### src/rtl/axi_mon_id_alloc.sv
// rtl/axi_mon_id_alloc.sv - AXI monitor master-ID to internal-slot allocator
//
// Maps each master ID seen on a monitored AW or AR channel onto an internal slot.
// Tracks the number of outstanding transactions per slot. Frees a slot once its
// last transaction completes. The response path uses the reverse lookup.
//
// Ports:
//   clk_i, rst_i           clock, synchronous active-high reset
//   req_valid_i, req_id_i  request observed on the bus and its master ID
//   req_ready_o            the request can be tracked this cycle (independent of req_valid_i)
//   req_intid_o            granted slot (0 when req_ready_o=0)
//   cpl_valid_i            completion (last B / last R) observed
//   cpl_intid_i            slot of the completing transaction
//   cpl_id_o               master ID stored in slot cpl_intid_i
//   cpl_err_o              one-cycle pulse: the completion hit an empty or out-of-range slot
//   full_o, empty_o        all slots valid / no slot valid
module axi_mon_id_alloc #(
  parameter int MaxUniqIds   = 4,
  parameter int MaxTxnsPerId = 256,
  parameter int IdWidth      = 2,
  parameter int IntIdWidth   = (MaxUniqIds > 1) ? $clog2(MaxUniqIds) : 1,
  parameter int CntW         = $clog2(MaxTxnsPerId + 1)
) (
  input  logic                  clk_i,
  input  logic                  rst_i,
  input  logic                  req_valid_i,
  input  logic [IdWidth-1:0]    req_id_i,
  output logic                  req_ready_o,
  output logic [IntIdWidth-1:0] req_intid_o,
  input  logic                  cpl_valid_i,
  input  logic [IntIdWidth-1:0] cpl_intid_i,
  output logic [IdWidth-1:0]    cpl_id_o,
  output logic                  cpl_err_o,
  output logic                  full_o,
  output logic                  empty_o
);

  logic [MaxUniqIds-1:0] valid_q;
  logic [IdWidth-1:0]    id_q  [MaxUniqIds];
  logic [CntW-1:0]       cnt_q [MaxUniqIds];
  logic                  cpl_err_q;

  logic                  hit;
  logic [IntIdWidth-1:0] hit_idx;
  logic [CntW-1:0]       hit_cnt;
  logic                  free_found;
  logic [IntIdWidth-1:0] free_idx;
  logic [MaxUniqIds-1:0] acc_vec;
  logic [MaxUniqIds-1:0] cpl_vec;

  // Request lookup over registered state only. IDs are unique across valid slots,
  // so at most one slot can hit.
  always_comb begin
    hit        = 1'b0;
    hit_idx    = '0;
    hit_cnt    = '0;
    free_found = 1'b0;
    free_idx   = '0;
    for (int i = 0; i < MaxUniqIds; i++) begin
      if (valid_q[i] && (id_q[i] == req_id_i)) begin
        hit     = 1'b1;
        hit_idx = IntIdWidth'(i);
        hit_cnt = cnt_q[i];
      end
      if (!valid_q[i] && !free_found) begin
        free_found = 1'b1;
        free_idx   = IntIdWidth'(i);
      end
    end
  end

  always_comb begin
    req_ready_o = hit ? (hit_cnt < CntW'(MaxTxnsPerId)) : free_found;
    req_intid_o = '0;
    if (req_ready_o) begin
      req_intid_o = hit ? hit_idx : free_idx;
    end
  end

  // Per-slot strobes. A completion only counts when it targets a valid slot.
  // Indices at or above MaxUniqIds match no slot and so raise cpl_err.
  always_comb begin
    acc_vec  = '0;
    cpl_vec  = '0;
    cpl_id_o = '0;
    for (int i = 0; i < MaxUniqIds; i++) begin
      acc_vec[i] = req_valid_i && req_ready_o && (req_intid_o == IntIdWidth'(i));
      cpl_vec[i] = cpl_valid_i && valid_q[i] && (cpl_intid_i == IntIdWidth'(i));
      if (cpl_intid_i == IntIdWidth'(i)) begin
        cpl_id_o = id_q[i];
      end
    end
  end

  always_ff @(posedge clk_i) begin
    if (rst_i) begin
      valid_q   <= '0;
      cpl_err_q <= 1'b0;
      for (int i = 0; i < MaxUniqIds; i++) begin
        id_q[i]  <= '0;
        cnt_q[i] <= '0;
      end
    end else begin
      cpl_err_q <= cpl_valid_i && (cpl_vec == '0);
      for (int i = 0; i < MaxUniqIds; i++) begin
        // An accept and a completion on the same slot cancel out.
        // That slot is necessarily valid, so it stays valid even at cnt==1.
        if (acc_vec[i] && !cpl_vec[i]) begin
          if (valid_q[i]) begin
            cnt_q[i] <= cnt_q[i] + CntW'(1);
          end else begin
            valid_q[i] <= 1'b1;
            id_q[i]    <= req_id_i;
            cnt_q[i]   <= CntW'(1);
          end
        end else if (cpl_vec[i] && !acc_vec[i]) begin
          cnt_q[i] <= cnt_q[i] - CntW'(1);
          if (cnt_q[i] == CntW'(1)) begin
            valid_q[i] <= 1'b0;
          end
        end
      end
    end
  end

  assign cpl_err_o = cpl_err_q;
  assign full_o    = &valid_q;
  assign empty_o   = ~|valid_q;

endmodule

### config.mk
export PLATFORM = sky130hd
export DESIGN_NAME = axi_mon_id_alloc
export DESIGN_NICKNAME = d
export VERILOG_FILES = /design/src/rtl/axi_mon_id_alloc.sv
export SDC_FILE = /design/constraint.sdc
export NUM_CORES = 1
export LEC_CHECK = 0
export ABC_AREA = 1
export BUFFER_PORTS_ARGS = -buffer_cell sky130_fd_sc_hd__buf_4
export CORE_MARGIN = 2
export CORE_UTILIZATION = 40
export CTS_CLUSTER_DIAMETER = 50
export DETAILED_ROUTE_END_ITERATION = 8
export GPL_TIMING_DRIVEN = 0
export PLACE_DENSITY_LB_ADDON = 0.05
export SLEW_MARGIN = 20
export SYNTH_ARGS = -nofsm -noshare
export SYNTH_HDL_FRONTEND = slang
export SYNTH_SLANG_ARGS = --single-unit
### constraint.sdc
create_clock -name clk_i -period 3.29 [get_ports clk_i]
set_input_delay 0.4935 -clock clk_i [delete_from_list [all_inputs] [get_ports clk_i]]
set_output_delay 0.4935 -clock clk_i [all_outputs]
set_load 0.02 [all_outputs]
After elaboration in Yosys (flattened, before gate mapping)
Memories as Yosys holds them, arrays and structs flattened.
Index checks and enable logic that the tools add are counted.
- memories: 2
- input bits: 8
- register bits after elaboration: 5
- output and inout bits: 8
- bits in writable memories: 44
- logic and storage cells: 208
- memories (memory ; depth ; bits a word ; rd ports ; clocked after Yosys merged registers in ; wr ports ; line ; source):
    cnt_q ; 4 ; 9 ; 4 ; 0 ; 4 ; 40 ; logic [CntW-1:0] cnt_q [MaxUniqIds];
    id_q ; 4 ; 2 ; 4 ; 0 ; 4 ; 39 ; logic [IdWidth-1:0] id_q [MaxUniqIds];
- $lt $le $gt $ge: 1
- add/sub/neg operators: 8
- equal/unequal tests: 14
- bitwise gates (word level): 16
- reduce and logical (&&, ||, !) cells: 60
- muxes and demuxes: 102
- operator list (operator ; number):
    2-to-1 mux 9 bit ; 16
    2-to-1 mux 1 bit ; 72
    adder 9 x 1 -> 9 bit, second input constant ; 4
    equality test 9 x 1 -> 1 bit, second input constant ; 4
    subtractor 9 x 1 -> 9 bit, second input constant ; 4
    logical AND 1 bit ; 29
    2-to-1 mux 2 bit ; 14
    OR 1 bit ; 16
    nonzero test 2 bit ; 8
    zero test 1 bit ; 14
    < comparator 9 bit, second input constant ; 1
    equality test 2 bit ; 4
    equality test 2 bit, second input constant ; 4
    AND reduction 2 bit ; 4
    equality test 2 x 1 -> 1 bit, second input constant ; 2
    zero test 2 bit ; 2
    zero test 4 bit ; 1
    AND reduction 4 bit ; 1
    OR reduction 4 bit ; 1

Depth between registers and ports, before layout
Gate-level depths: netlist (run 1).
- depth after elaboration: 20
- gate-level depth with buffers: 19

Worst setup path after synthesis (run 1)
OpenSTA, ideal clock, no wires.
- kind: register to register
- start: register valid_q[3]
- end: memory cnt_q[2][0] in the netlist's numbering (enable)
- stages on the path, launching flop included: 12
- setup slack: 0.495 ns
- arrival: 2.461 ns
- setup time: 0.334 ns
- path through: dfxtp_1 inv_1 nor3_1 nand3_2 nand4_1 ha_1 inv_1 nor2_1 inv_1 nand2_1 inv_1 nand2_1
- RTL lines (item ; line ; source):
    start: declaration ; 38 ; logic [MaxUniqIds-1:0] valid_q;
    start signal: assignment ; 97 ; valid_q <= '0;
    start signal: indexed assignment ; 112 ; valid_q[i] <= 1'b1;
    start signal: indexed assignment ; 119 ; valid_q[i] <= 1'b0;
    end: declaration ; 40 ;

==> results of run 1 <==
[what timing repair did]
| item | 4_1_cts | 5_1_grt |
|---|---|---|
| setup endpoints to repair | 0 | 19 |
| resized for setup | 0 | 3 |
| buffers inserted | 0 | 0 |
[flip-flops by register name, indices dropped and copies added, names as in the netlist]
signal and flops:
id_q 8, cpl_err_o 1, cnt_q 36, valid_q 4
[report_power, final]
| group | switching, mW | internal [mW] |
|---|---|---|
| combinational | 0.201 | 0.100 |
| clock | 0.211 | 0.148 |
| sequential | 0.0339 | 0.720 |
| total | 0.445 | 0.969 |
[cells in the final DEF (no fill, tap or decap), types with 15 or more instances in the layout]
cell | Yosys | layout
xor2_1 | 15 | 15
inv_1 | 84 | 84
ha_1 | 20 | 20
nand3_1 | 38 | 38
o21ai_0 | 42 | 42
edfxtp_1 | 44 | 44
nand2_1 | 98 | 96
nor2_1 | 62 | 62
a21oi_1 | 28 | 28
buf_4 | 2 | 17
[logic make-up after synthesis]
group | count (synthesis)
compound gates | 95
xor+xnor | 20
fa+ha+maj | 20
buf+inv | 100
flops | 49
simple gates | 254
[worst max-delay path, delay by kind of cell (launching register included)]
family	cells	cell delay (ns)
adder cells (fa/ha/maj)	1	0.20
buffers and inverters	6	0.58
AND/OR/NAND/NOR	11	1.47
flip-flops	1	0.42
[worst max path at each step]
stage / start / end
6_report: id_q[1][1]$_SDFFCE_PP0P_ / cnt_q[2][7]$_SDFFCE_PN0P_
5_1_grt: id_q[3][1]$_SDFFCE_PP0P_ / cnt_q[2][4]$_SDFFCE_PN0P_
4_1_cts: valid_q[3]$_SDFFE_PP0P_ / cnt_q[2][7]$_SDFFCE_PN0P_
3_5_place_dp: req_id_i[1] / cnt_q[2][5]$_SDFFCE_PN0P_
3_3_place_gp: req_id_i[1] / cnt_q[2][4]$_SDFFCE_PN0P_
2_1_floorplan: valid_q[3]$_SDFFE_PP0P_ / cnt_q[2][0]$_SDFFCE_PN0P_
[per-layer routing]
layer  part of all wire [%]  GRT usage (%)  up-vias
met5                      0              0        -
li1                       -              -     1842
met2                     41          27.87       74
met3                    4.1          2.755        6
met1                     54          28.71     1603
met4                   0.69          3.543        0
[cell type report]
class                           instances  area [sq um]  area share, %
Tap cell                              133         166.4          3.857
Timing Repair Buffer                   15         112.6          2.610
Clock inverter                          2         10.01         0.2320
Sequential cell                        49          1421          32.95
Inverter                               90         337.8          7.831
Clock buffer                            6         72.57          1.682
Buffer                                 10         51.30          1.189
Multi-Input combinational cell        389          2142          49.65
==> metrics.txt, run 1 <==
Core Rows 36; Min Hold Slack 0.4852 ns; main combinational cell family by area after synthesis simple AND/OR/NAND/NOR gates; crit-path cells inv_1 > nand2_2 > nand2_1 > clkinv_1 > nor2_2 > nor2_2 > nand2_1 > nand2_2 > nand2_1 > inv_1 > nand4_1 > ha_1 > inv_1 > nor2_1 > inv_1 > nand2_1 > inv_1 > nand2_2; max cap viols 0; #FFs+latches synth 49; TritonCTS clock tree built; final std cells w/o fill 694; Leak 1.772 nW; antenna viol nets, final 0; relative slew slack 64.13%; Wirelength per Cell 13.23 microns; initial core utilization 40.71%; FF-to-FF End cnt_q[2][7]$_SDFFCE_PN0P_; gp weighted congestion 0.8239; sequential fraction of the synthesis area 36.05%; Hold Crit Depth 3; Via density 5.079; Synth Area in Simple Gates 29.93%; Core ar. 9684 sq um; flop2flop setup slack 0.30 ns; worst slack, placed -0.1582 ns; run status finished, final reports clean; drc violations 0; WHS Endpoint cpl_err_o$_SDFF_PP0_; Yosys warnings 0; CP most frequent cell inv_1; Syn Nets 566; Peak Freq 334.8 MHz; Synth Area per Inst 7.328 sq um; # IOs 16; Iteration-0 DRC Markers 109; placed inst area 4222 sq um; Top FF cell, synth edfxtp_1; cells after synthesis 538; Tightest Hold Check Type input pin to flip-flop; R2R cell count 18; Reg-to-Reg Start id_q[1][1]$_SDFFCE_PP0P_; Die H 103.3 microns; dominant cells by area after synthesis edfxtp_1 34%, nand2_1 9.3%, inv_1 8.0%; Distinct cells, synth 36; vias in the first global route 3260; EDFF count, synth 44; CP arrival 2.98 ns; Synth async-reset ratio 0%; final setup vio count 0; compound-gate portion of the synthesized area 13.36%; post-synthesis cell area 3943 sq um; DP Wirelength 7168 microns; peak supply drop 0.1688 mV; area share of fa/ha/maj cells after synthesis 6.347%; clock sinks 49; CP max stage delay 0.42 ns; Setup crit end kind flip-flop; Hold Startpoint cpl_valid_i; root buf cell clkbuf_8; Die Wd 103.3 microns; die area 10670 sq um; area leader, netlist edfxtp_1; Crit path required time 3.29 ns; skew final 0.01155 ns; overall power 1.414 mW; Synth top area share 33.51%; maximum clock insertion buffer count 2; most frequent cells after synthesis 98 x nand2_1, 84 x inv_1, 62 x nor2_1, 44 x edfxtp_1, 42 x o21ai_0; top fanout value on the critical path 9; initial antenna violation count 0; Final Instance Area 4314 sq um; Worst path slowest cell edfxtp_1; min cycle time layout 2.987 ns; placed instance count 686; period utilization 90.80%; clk_lat worst skew 0.31 ns; first-pass GRT wire length 15740 microns; kind of critical path flip-flop to flip-flop; Inserted Clock Buffers 5; maximum number of pins on one net before global-route repair 15; most frequent cell after synthesis nand2_1; via count 3525; clk slew on worst S/H paths 0.10 ns; Setup Total Neg Slack 0 ns; Fin. Hold Viols 0; H-tree depth 2; ANT cells 0; GRT Overall Usage 18.66%; share of cells above drive strength 1 11.41%; Worst Tran Pin Value 0.5332 ns; FILL cells 1014; hold-fix buffers at CTS 0; total grt overflow 0; Nets 588; total wire length 9181 microns; Slew Limit Fails 0; fin util 44.55%; Pre-antenna DRT Iters 4; area grow syn2layout 9.426%; mux share of post-synthesis cell area 0%; Final WS setup 0.3027 ns; XOR/XNOR share of the synthesized area 4.443%; CP startpoint kind flip-flop; PortBufs 15; Power per Cell Area 327.8 nW/um^2
Note: power is estimated with default switching activity, not from simulation.
==> inputs of run 2 (changes only) <==
Settings changed: CORE_ASPECT_RATIO set to 0.7, CTS_BUF_LIST set to sky130_fd_sc_hd__clkbuf_16.
==> metrics.txt, run 2 (synthesis gave the netlist of run 1 again) <==
Worst Tran Pin Value 0.6377 ns (+0.1045 ns); Die Wd 122.7 microns (+19%); # IOs 16 (unchanged); total wire length 9981 microns (+8.7%); antenna viol nets, final 0 (unchanged); H-tree depth 2 (unchanged); Iteration-0 DRC Markers 356 (+230%); Slew Limit Fails 0 (unchanged); final std cells w/o fill 689 (-0.72%); share of cells above drive strength 1 11.59% (+0.18 points); Setup Buffers After CTS 0 (unchanged); flop2flop setup slack 0.29 ns (-0.02 ns); peak supply drop 0.2031 mV (+20%); Nets 588 (unchanged); gp weighted congestion 0.8629 (+4.7%); max cap viols 0 (unchanged); root buf cell clkbuf_16; ANT cells 0 (unchanged); clk slew on worst S/H paths 0.07 ns (-0.03 ns); Die H 87.07 microns (-16%); CP most frequent cell inv_1; drc violations 0 (unchanged); DP Wirelength 7665 microns (+6.9%); CP startpoint kind flip-flop; Most flops, register cnt_q; clock sinks 49 (unchanged); overall power 1.585 mW (+12%); via count 3573 (+1.4%); clk_lat worst skew 0.30 ns (about the same); Pre-antenna DRT Iters 5 (+1); Via density 5.186 (+2.1%); skew final 0.009928 ns (-0.001620 ns); total grt overflow 0 (unchanged); initial antenna violation count 0 (unchanged); Setup Total Neg Slack 0 ns (unchanged); placed instance count 681 (-0.73%); Top Registers cnt_q: 36 flops, id_q: 8 flops, valid_q: 4 flops; Final Instance Area 4368 sq um (+1.2%); Final WS setup 0.2870 ns (-0.01574 ns); maximum number of pins on one net before global-route repair 16 (+1); Setup crit end kind flip-flop; placed inst area 4215 sq um (-0.15%); initial core utilization 40.87% (+0.16 points); Crit path required time 3.26 ns (-0.03 ns); Fin. Hold Viols 0 (unchanged); run status finished, final reports clean; Min Hold Slack 0.4926 ns (+0.007393 ns); most frequent cells in the layout 95 x nand2_1, 84 x inv_1, 61 x nor2_1, 44 x edfxtp_1, 42 x o21ai_0; CP max stage delay 0.47 ns (+0.05 ns); maximum clock insertion buffer count 2 (unchanged); top fanout value on the critical path 9 (unchanged); RSZ-0062 raised after global routing no; Tightest Hold Check Type input pin to flip-flop; Inserted Clock Buffers 5 (unchanged); Core Rows 30 (-17%); die area 10680 sq um (+0.12%); final setup vio count 0 (unchanged); FILL cells 965 (-4.8%); kind of critical path flip-flop to flip-flop; Worst path slowest cell dfxtp_1; CP arrival 2.98 ns (about the same); worst slack, placed -0.1463 ns (+0.01189 ns); Power per Cell Area 362.8 nW/um^2 (+11%); period utilization 91.28% (+0.48 points); first-pass GRT wire length 16660 microns (+5.9%); vias in the first global route 3316 (+1.7%); relative slew slack 57.49% (-6.6 points); fin util 45.28% (+0.73 points); Core ar. 9647 sq um (-0.39%); min cycle time layout 3.003 ns (+0.01574 ns); Wirelength per Cell 14.49 microns (+9.5%); PortBufs 15 (unchanged); crit-path cells inv_1 > nor3_1 > nand3_2 > nand4_1 > ha_1 > inv_1 > nor2_2 > inv_1 > nand2_1 > inv_1 > nand2_2; max reg flops 36 (unchanged); TritonCTS clock tree built; GRT Overall Usage 20.21% (+1.5 points); area grow syn2layout 10.79%; Peak Freq 333.0 MHz (-0.52%); commonest non-fill, non-tap cell in the layout nand2_1; Leak 1.798 nW (+1.5%)
run 2: worst max-delay path: cells and delay by family (launching register included):
kind | cells | cell delay [ns]
adder cells (fa/ha/maj) | 1 | 0.17
flip-flops | 1 | 0.47
AND/OR/NAND/NOR | 6 | 1.52
buffers and inverters | 4 | 0.52
run 2: layout make-up:
class	count	area, sq um	area share, %
Inverter	90	337.8	7.734
Multi-Input combinational cell	389	2142	49.04
Sequential cell	49	1421	32.54
Buffer	10	51.30	1.174
Timing Repair Buffer	15	112.6	2.578
Clock buffer	5	125.1	2.865
Tap cell	128	160.2	3.667
Clock inverter	3	17.52	0.4010
run 2: final timing paths:
check,startpoint,endpoint,cells after the start
worst max-delay path,valid_q[3]$_SDFFE_PP0P_,cnt_q[1][1]$_SDFFCE_PN0P_,11
worst min-delay path,cpl_valid_i,cpl_err_o$_SDFF_PP0_,3
worst max register to register,valid_q[3]$_SDFFE_PP0P_,cnt_q[1][1]$_SDFFCE_PN0P_,11
worst min register to register,cnt_q[1][8]$_SDFFCE_PN0P_,valid_q[1]$_SDFFE_PP0P_,2
run 2: repair_timing:
action	4_1_cts	5_1_grt
endpoints found under the setup margin	0	27
hold buffers	0	0
gates resized for setup	0	4
run 2: metal layers:
layer	vias to the layer above	part of all wire, %	GRT usage, %
li1	1835	-	-
met1	1642	55	33.18
met2	91	38	26.92
met3	5	6.3	3.599
met4	0	0.69	3.762
met5	-	0	0
run 2: power by group:
group / leakage, nW / switching, mW / internal [mW]
sequential: 0.499 / 0.0341 / 0.721
clock: 0.0712 / 0.240 / 0.280
combinational: 1.23 / 0.209 / 0.101
total: 1.80 / 0.483 / 1.10
==> inputs of run 3 (changes only) <==
Settings changed: CORE_UTILIZATION 40 to 35.
==> metrics.txt, run 3 (synthesis gave the netlist of run 1 again) <==
run status finished, final reports clean; kind of critical path flip-flop to flip-flop; drc violations 0 (unchanged); Setup Buffers After CTS 0 (unchanged); Core ar. 11010 sq um (+14%); max reg flops 36 (unchanged); clk_lat worst skew 0.30 ns (about the same); Most flops, register cnt_q; placed inst area 4247 sq um (+0.74%); gp weighted congestion 0.8685 (+0.65%); maximum number of pins on one net before global-route repair 16 (unchanged); max cap viols 0 (unchanged); initial antenna violation count 0 (unchanged); clk slew on worst S/H paths 0.07 ns (about the same); CP arrival 3.01 ns (+0.03 ns); ANT cells 0 (unchanged); Slew Limit Fails 0 (unchanged); placed instance count 706 (+3.7%); Fin. Hold Viols 0 (unchanged); total grt overflow 0 (unchanged); reported net switching power 0.4935 mW (+2.2%); peak supply drop 0.1923 mV (-5.3%); relative slew slack 53.28% (-4.2 points); Die Wd 130.9 microns (+6.7%); Nets 588 (unchanged); Top Registers cnt_q: 36 flops, id_q: 8 flops, valid_q: 4 flops; Inserted Clock Buffers 5 (unchanged); Pint 1.102 mW (about the same); Die H 92.80 microns (+6.6%); worst slack, placed -0.1797 ns (-0.03342 ns); Power per Cell Area 362.5 nW/um^2 (about the same); min cycle time layout 3.032 ns (+0.02945 ns); power share of the clock group 33.3% (+0.5 points); Tightest Hold Check Type input pin to flip-flop; # IOs 16 (unchanged); maximum clock insertion buffer count 2 (unchanged); PortBufs 15 (unchanged); share of cells above drive strength 1 11.59% (unchanged); initial core utilization 35.81% (-5.1 points); Via density 4.964 (-4.3%); TritonCTS clock tree built; most frequent cells in the layout 95 x nand2_1, 85 x inv_1, 61 x nor2_1, 44 x edfxtp_1, 42 x o21ai_0; Switching Share 30.94% (+0.46 points); clock sinks 49 (unchanged); Leak 1.794 nW (-0.22%); total wire length 10100 microns (+1.2%); antenna viol nets, final 0 (unchanged); FILL cells 1136 (+18%); period utilization 92.17% (+0.90 points); Crit path required time 3.27 ns (about the same); first-pass GRT wire length 16620 microns (-0.25%); final std cells w/o fill 714 (+3.6%); root buf cell clkbuf_16; die area 12140 sq um (+14%); DP Wirelength 7838 microns (+2.3%); top fanout value on the critical path 9 (unchanged); final setup vio count 0 (unchanged); Final WS setup 0.2576 ns (-0.02945 ns); skew final 0.01073 ns (+0.0008001 ns); Iteration-0 DRC Markers 265 (-26%); sequential share of power 47.3% (-0.3 points); Peak Freq 329.8 MHz (-0.97%); vias in the first global route 3313 (-0.090%); Worst Tran Pin Value 0.7008 ns (+0.06317 ns); Final Instance Area 4400 sq um (+0.74%); Pre-antenna DRT Iters 5 (unchanged); RSZ-0062 raised after global routing no; commonest non-fill, non-tap cell in the layout nand2_1; Setup crit end kind flip-flop; Core Rows 32 (+6.7%); H-tree depth 2 (unchanged); via count 3544 (-0.81%); CP startpoint kind flip-flop; GRT Overall Usage 17.76% (-2.4 points); Wirelength per Cell 14.15 microns (-2.4%); area grow syn2layout 11.62%; Comb power frac 19.4% (-0.2 points)
-- run 3: cell count changes in the layout (fill, tap and decap cells not counted), sizes merged --
cell	change
clkinvlp	+2
clkinv	-3
inv	+1
-- run 3: layout make-up --
cell class | count | area, sq um | share of cell area [%]
multi-input combinational | 389 | 2142 | 48.68
sequential | 49 | 1421 | 32.30
inverter | 90 | 337.8 | 7.677
tap | 153 | 191.4 | 4.350
clock buffer | 5 | 125.1 | 2.843
timing repair buffer | 15 | 112.6 | 2.559
buffer | 10 | 51.30 | 1.166
clock inverter | 3 | 18.77 | 0.4265
-- run 3: metrics by stage --
step / utilization (%) / total power, mW / TNS [ns] / hold slack (ns)
after floorplan: - / 0.9788 / 0 / 0.5121
after global placement: 38.57 / 1.072 / -2.653 / 0.5519
after detailed placement: 38.57 / 1.074 / -2.157 / 0.5624
after CTS: 39.88 / 1.609 / 0 / 0.5166
after global routing: 39.97 / 1.683 / 0 / 0.5142
final: 39.97 / 1.595 / 0 / 0.5181
-- run 3: what timing repair did --
action                                  in CTS  in global routing
hold buffers                                 0                  0
gates resized for setup                      0                  4
endpoints found under the setup margin       0                 27
-- run 3: critical path, stage by stage, from the launching register on --
cell     delay, ns
dfxtp_1       0.49
inv_1         0.15
nor3_1        0.42
nand3_2       0.23
nand4_1       0.23
ha_1          0.19
inv_1         0.06
nor2_2        0.26
inv_1         0.14
nand2_1       0.15
inv_1         0.15
nand2_2       0.24
-- run 3: path summary, 6_finish.rpt --
| path | from | to | slack (ns) | depth (start not counted) |
|---|---|---|---|---|
| max | valid_q[3]$_SDFFE_PP0P_ | cnt_q[1][2]$_SDFFCE_PN0P_ | 0.26 | 11 |
| max reg2reg | valid_q[3]$_SDFFE_PP0P_ | cnt_q[1][2]$_SDFFCE_PN0P_ | 0.26 | 11 |
| min reg2reg | cnt_q[1][8]$_SDFFCE_PN0P_ | valid_q[1]$_SDFFE_PP0P_ | 0.57 | 2 |
| min | cpl_valid_i | cpl_err_o$_SDFF_PP0_ | 0.52 | 3 |
-- run 3: metal layers --
metal | vias up | share of wire (%) | GRT usage (%)
met5 | - | 0 | 0
met4 | 0 | 1.0 | 4.521
met3 | 10 | 4.1 | 3.177
met2 | 72 | 36 | 22.83
met1 | 1622 | 59 | 29.36
li1 | 1840 | - | -
-- run 3: power groups by stage --
stage	combinational [mW]	clock, mW	sequential, mW
floorplan	0.220	0	0.759
global placement	0.304	0	0.767
detailed placement	0.306	0	0.769
CTS	0.308	0.547	0.754
global route	0.353	0.570	0.761
finish	0.309	0.531	0.754
